File: config.mk
export PLATFORM = sky130hd
export DESIGN_NAME = mul_nibble_seq
export DESIGN_NICKNAME = d
export VERILOG_FILES = /design/src/rtl/mul_nibble_seq_pkg.sv /design/src/rtl/mul_nibble_seq_imul.sv /design/src/rtl/mul_nibble_seq.sv
export SDC_FILE = /design/constraint.sdc
export NUM_CORES = 1
export LEC_CHECK = 0
export BUFFER_PORTS_ARGS = -buffer_cell sky130_fd_sc_hd__buf_2
export CAP_MARGIN = 25
export CELL_PAD_IN_SITES_DETAIL_PLACEMENT = 2
export CELL_PAD_IN_SITES_GLOBAL_PLACEMENT = 2
export CORE_UTILIZATION = 35
export DETAILED_ROUTE_END_ITERATION = 7
export PLACE_DENSITY = 0.86
export SLEW_MARGIN = 20
export SYNTH_ARGS = -nofsm -noshare
export SYNTH_HDL_FRONTEND = slang
export SYNTH_HIERARCHICAL = 1
export SYNTH_SLANG_ARGS = --single-unit
export TNS_END_PERCENT = 10
File: constraint.sdc
create_clock -name Clock -period 4.9 [get_ports Clock]
set_input_delay 0.735 -clock Clock [delete_from_list [all_inputs] [get_ports Clock]]
set_output_delay 0.735 -clock Clock [all_outputs]
set_load 0.01 [all_outputs]
File: src/rtl/mul_nibble_seq_pkg.sv
// Shared definitions for the nibble-serial multiplier: nibble width, state
// encoding and the partial-product shift amount.
package mul_nibble_seq_pkg;

    localparam int NIBBLE_W = 4;

    localparam logic ST_IDLE = 1'b0;
    localparam logic ST_RUN  = 1'b1;

    typedef enum logic {
        S_IDLE = ST_IDLE,
        S_RUN  = ST_RUN
    } state_t;

    // Bit position at which the (i, j) nibble partial product lands.
    function automatic int unsigned shift_amt(input int unsigned i, input int unsigned j);
        return int'(NIBBLE_W) * (i + j);
    endfunction

endpackage

File: src/rtl/mul_nibble_seq_imul.sv
// 4x4 -> 8 unsigned combinational multiplier (IMUL), shared by every step
// of the sequential multiplier.
module mul_nibble_seq_imul (
    input  logic [3:0] a,
    input  logic [3:0] b,
    output logic [7:0] p
);

    assign p = 8'(a) * 8'(b);

endmodule

File: src/rtl/mul_nibble_seq.sv
// Nibble-serial unsigned multiplier: one 4x4 partial product per cycle,
// shifted and accumulated into a 2*OPERAND_WIDTH result.
//
// state  | meaning
// -------+------------------------------------------------------------
// S_IDLE | waiting for iStart; oResult holds the last product
// S_RUN  | one nibble-pair step per edge, i inner loop, j outer loop
module mul_nibble_seq
    import mul_nibble_seq_pkg::*;
#(
    parameter int OPERAND_WIDTH = 8
) (
    input  logic                       Clock,
    input  logic                       Reset,
    input  logic                       iStart,
    input  logic [OPERAND_WIDTH-1:0]   iA,
    input  logic [OPERAND_WIDTH-1:0]   iB,
    output logic                       oBusy,
    output logic                       oDone,
    output logic [2*OPERAND_WIDTH-1:0] oResult
);

    localparam int NIB = OPERAND_WIDTH / NIBBLE_W;
    localparam int PW  = 2 * OPERAND_WIDTH;
    localparam int CW  = (NIB > 1) ? $clog2(NIB) : 1;
    localparam logic [CW-1:0] LAST_IDX = CW'(NIB - 1);

    if ((OPERAND_WIDTH < NIBBLE_W) || ((OPERAND_WIDTH % NIBBLE_W) != 0)) begin : g_bad_width
        $error("mul_nibble_seq: OPERAND_WIDTH must be a positive multiple of 4");
    end

    state_t                     state;
    state_t                     state_nx;
    logic [CW-1:0]              i_cnt;
    logic [CW-1:0]              j_cnt;
    logic [OPERAND_WIDTH-1:0]   a_lat;
    logic [OPERAND_WIDTH-1:0]   b_lat;
    logic [PW-1:0]              acc;
    logic [3:0]                 a_nib;
    logic [3:0]                 b_nib;
    logic [7:0]                 pp;
    logic [PW-1:0]              pp_sh;
    logic                       last_step;

    assign a_nib     = a_lat[{i_cnt, 2'b00} +: NIBBLE_W];
    assign b_nib     = b_lat[{j_cnt, 2'b00} +: NIBBLE_W];
    assign pp_sh     = PW'(pp) << shift_amt(32'(i_cnt), 32'(j_cnt));
    assign last_step = (i_cnt == LAST_IDX) && (j_cnt == LAST_IDX);
    assign oBusy     = (state == S_RUN);

    mul_nibble_seq_imul u_imul (
        .a (a_nib),
        .b (b_nib),
        .p (pp)
    );

    always_ff @(posedge Clock or negedge Reset) begin
        if (!Reset) state <= S_IDLE;
        else        state <= state_nx;
    end

    always_comb begin
        state_nx = state;
        case (state)
            S_IDLE:  if (iStart)    state_nx = S_RUN;
            S_RUN:   if (last_step) state_nx = S_IDLE;
            default: state_nx = S_IDLE;
        endcase
    end

    always_ff @(posedge Clock or negedge Reset) begin
        if (!Reset) begin
            i_cnt   <= '0;
            j_cnt   <= '0;
            a_lat   <= '0;
            b_lat   <= '0;
            acc     <= '0;
            oResult <= '0;
            oDone   <= 1'b0;
        end else begin
            oDone <= 1'b0;
            case (state)
                S_IDLE: begin
                    if (iStart) begin
                        a_lat <= iA;
                        b_lat <= iB;
                        acc   <= '0;
                        i_cnt <= '0;
                        j_cnt <= '0;
                    end
                end
                S_RUN: begin
                    if (last_step) begin
                        oResult <= acc + pp_sh;
                        oDone   <= 1'b1;
                        i_cnt   <= '0;
                        j_cnt   <= '0;
                    end else begin
                        acc <= acc + pp_sh;
                        if (i_cnt == LAST_IDX) begin
                            i_cnt <= '0;
                            j_cnt <= j_cnt + 1'b1;
                        end else begin
                            i_cnt <= i_cnt + 1'b1;
                        end
                    end
                end
                default: ;
            endcase
        end
    end

endmodule

==> reports/metrics.yaml <==
yosys:
  synth_area_sq_um: 3440
  seq_area_frac_synth_pct: 37.8
  synth_edf_count: 0
  synth_seq_cells: 52
  synth_cell_types: 45
  ys_warn_count: 6
  synth_nets: 373
  synth_cells: 320
  synth_area_per_cell_sq_um: 10.7
  ys_async_sr_fraction_pct: 100
  synthFlopType: "dfrtp_1"
place:
  place.port_buffers: 36
  place_inst: 479
  hpwl_mm: 6.84
  gp_congestion: 0.838
clock_tree:
  cts_buffer_depth: 2
  cts_root_buffer: "clkbuf_8"
  cts_made_buffers: 5
  clkTransAtPathRegs_ps: 100
  htree_num_levels: 2
  cts_tree: "done"
  hold_buffers: 0
  clk_latency_ps: 320
  clock_sinks: 52
final_layout:
  instances_no_fill: 498
  n_antenna_cell: 0
  area_delta_synth_final_pct: 18.8
  nNetsFinal: 421
  drive_above_1_share_pct: 33.6
die:
  initial_core_util_pct: 36.7
  die-area_sq_um: 10200
  placementRows: 35
  coreArea_sq_um: 9370
  die_w_um: 101
  ioPinCount: 37
  fp.dieH_um: 101
global_route:
  grt_pass1_vias: 2987
  grt_use_total_pct: 19.5
  overflow: 0
  antenna_found_initial: 0
  grt_pass1_wl_mm: 15.3
  grt_max_degree: 53
detailed_routing:
  drt_wl_total_mm: 10.1
  wl_per_cell_um: 20.3
  dr.pass1.iters: 4
  via_per_inst: 5.42
  vias: 2697
  drtIter0Drc: 75
  ant_nets: 0
  remaining_drc_errors: 0
run_status:
  status: "complete, but fails checks"
  violations: "setup timing"
timing:
  period_minus_slack_ps: 4960
  hold_slack_ps: 492
  max_freq_mhz: 202
  fin_skew_ps: 6.61
  finalMaxSlewViolations: 0
  slew-limit-headroom_pct: 53.4
  rsz0062_at_grt: "yes"
  setup_viol: 6
  post-route-period-util_pct: 101
  hold_violations: 0
  tightest_slew_ps: 699
  layout_setup_ws_ps: -60.1
flow_run:
  maxCapViolations: 0
setup_path:
  r2r_cells: 17
  crit_type: "reg -> reg"
  rr_startpoint: "j_cnt$_DFFE_PN0P_"
  crit_start: "j_cnt$_DFFE_PN0P_"
  required_ps: 5160
  worstSetupEndpoint: "acc[15]$_DFFE_PN0P_"
  worstReg2RegEnd: "acc[15]$_DFFE_PN0P_"
  end_kind: "flip-flop"
  crit_arrival_ps: 5220
  critPathLaunchType: "flip-flop"
  crit_fanout: 6
  r2r_slack_ps: -60
hold_path:
  hold_path_class: "reg -> reg"
worst max-delay path, stage by stage, from the launching register on:
cell and delay [ps]:
dfrtp_2 480, mux2_4 350, nand2_1 100, fa_1 430, inv_1 110, fa_2 470, fa_1 500, a21o_2 240
a21oi_1 210, xnor2_1 130, mux2i_2 300, nor2_2 100, ha_4 330, nand4_1 160, o211a_1 320, o21a_1 250
or3_1 310, nand3_1 90
what timing repair did:
action	4_1_cts	5_1_grt
endpoints found under the setup margin	13	14
setup buffers	4	7
pin swaps	8	10
gates resized for setup	12	13
stage by stage:
| step | setup slack, ps | TNS [ps] | instance area [sq um] | util, % |
|---|---|---|---|---|
| after detailed placement | -124 | -395 | 3790 | 40.4 |
| after floorplan | 142 | 0 | 3440 | - |
| final | -60.1 | -173 | 4090 | 43.6 |
| after global routing | -205 | -1720 | 4090 | 43.6 |
| after CTS | 12.2 | 0 | 3950 | 42.1 |
| after global placement | 20.8 | 0 | 3790 | 40.4 |
synthesized netlist by cell type (3+ instances only):
library cell,n,area (sq um)
clkbuf_1,14,52.6
nor2_1,17,63.8
and2_1,17,106
inv_1,7,26.3
mux2_2,38,428
xor2_1,7,61.3
o211ai_1,4,30.0
nand2_1,16,60.1
o21ai_0,7,35.0
nand2b_1,4,25.0
a21o_1,5,37.5
nand3_1,5,25.0
nor3b_1,5,37.5
a21oi_1,15,75.1
fa_1,5,100
a22o_1,17,149
xnor2_1,9,78.8
nand4_1,3,18.8
nor2b_1,8,50.1
ha_1,29,363
dfrtp_1,52,1300
mux2i_1,8,80.1
final cells by class:
type | instances | area, sq um
clock buffer | 8 | 90.1
multi-input combinational | 247 | 2180
inverter | 7 | 26.3
fill | 999 | 5290
timing repair buffer | 55 | 323
tap | 129 | 161
sequential | 52 | 1300
worst min-delay path by stage:
| stage | start | to | slack (ps) | cells after the start |
|---|---|---|---|---|
| floorplan | Reset | a_lat[0]$_DFFE_PN0P_ | 440 | 0 |
| global placement | oResult[15]$_DFFE_PN0P_ | oResult[15]$_DFFE_PN0P_ | 460 | 2 |
| detailed placement | oResult[15]$_DFFE_PN0P_ | oResult[15]$_DFFE_PN0P_ | 480 | 2 |
| CTS | oResult[15]$_DFFE_PN0P_ | oResult[15]$_DFFE_PN0P_ | 500 | 2 |
| global route | oResult[12]$_DFFE_PN0P_ | oResult[12]$_DFFE_PN0P_ | 530 | 1 |
| finish | oResult[15]$_DFFE_PN0P_ | oResult[15]$_DFFE_PN0P_ | 490 | 2 |
sequential cells by signal, summed over array words and instances, names as in the netlist:
| name | flops |
|---|---|
| acc | 16 |
| oResult | 16 |
| a_lat | 8 |
| b_lat | 8 |
| i_cnt | 1 |
| j_cnt | 1 |
| oBusy | 1 |
| oDone | 1 |
placed cells by master, fill, tap and decap left out, drive strengths merged, types with 4 or more instances in the layout:
| cell type | count |
|---|---|
| a22o | 17 |
| nand3 | 5 |
| nor3b | 5 |
| a21oi | 15 |
| fa | 5 |
| inv | 7 |
| mux2 | 38 |
| o21ai | 9 |
| dfrtp | 52 |
| clkbuf | 8 |
| and2 | 17 |
| buf | 55 |
| nor2b | 8 |
| xor2 | 7 |
| nor2 | 17 |
| ha | 29 |
| mux2i | 8 |
| nand2b | 4 |
| xnor2 | 9 |
| o211ai | 4 |
| a21o | 7 |
| nand2 | 16 |
kinds of logic after synthesis:
family / share of synthesized area, %
AND/OR/NAND/NOR: 13.0
AO/OA/AOI/OAI: 14.6
flip-flops: 37.8
multiplexers: 14.8
adder cells (fa/ha/maj): 13.5
buffers and inverters: 2.29
XOR/XNOR: 4.07
layer usage:
layer	global-route usage (%)	up-vias	share of wire (%)
met4	4.68	0	1.5
met5	0	-	0
met3	2.35	14	2.0
li1	-	1245	-
met2	35.8	41	53
met1	24.2	1397	44
Power is not shown: default switching activity piles up to over one toggle a cycle in this logic, so the estimate is an artifact.
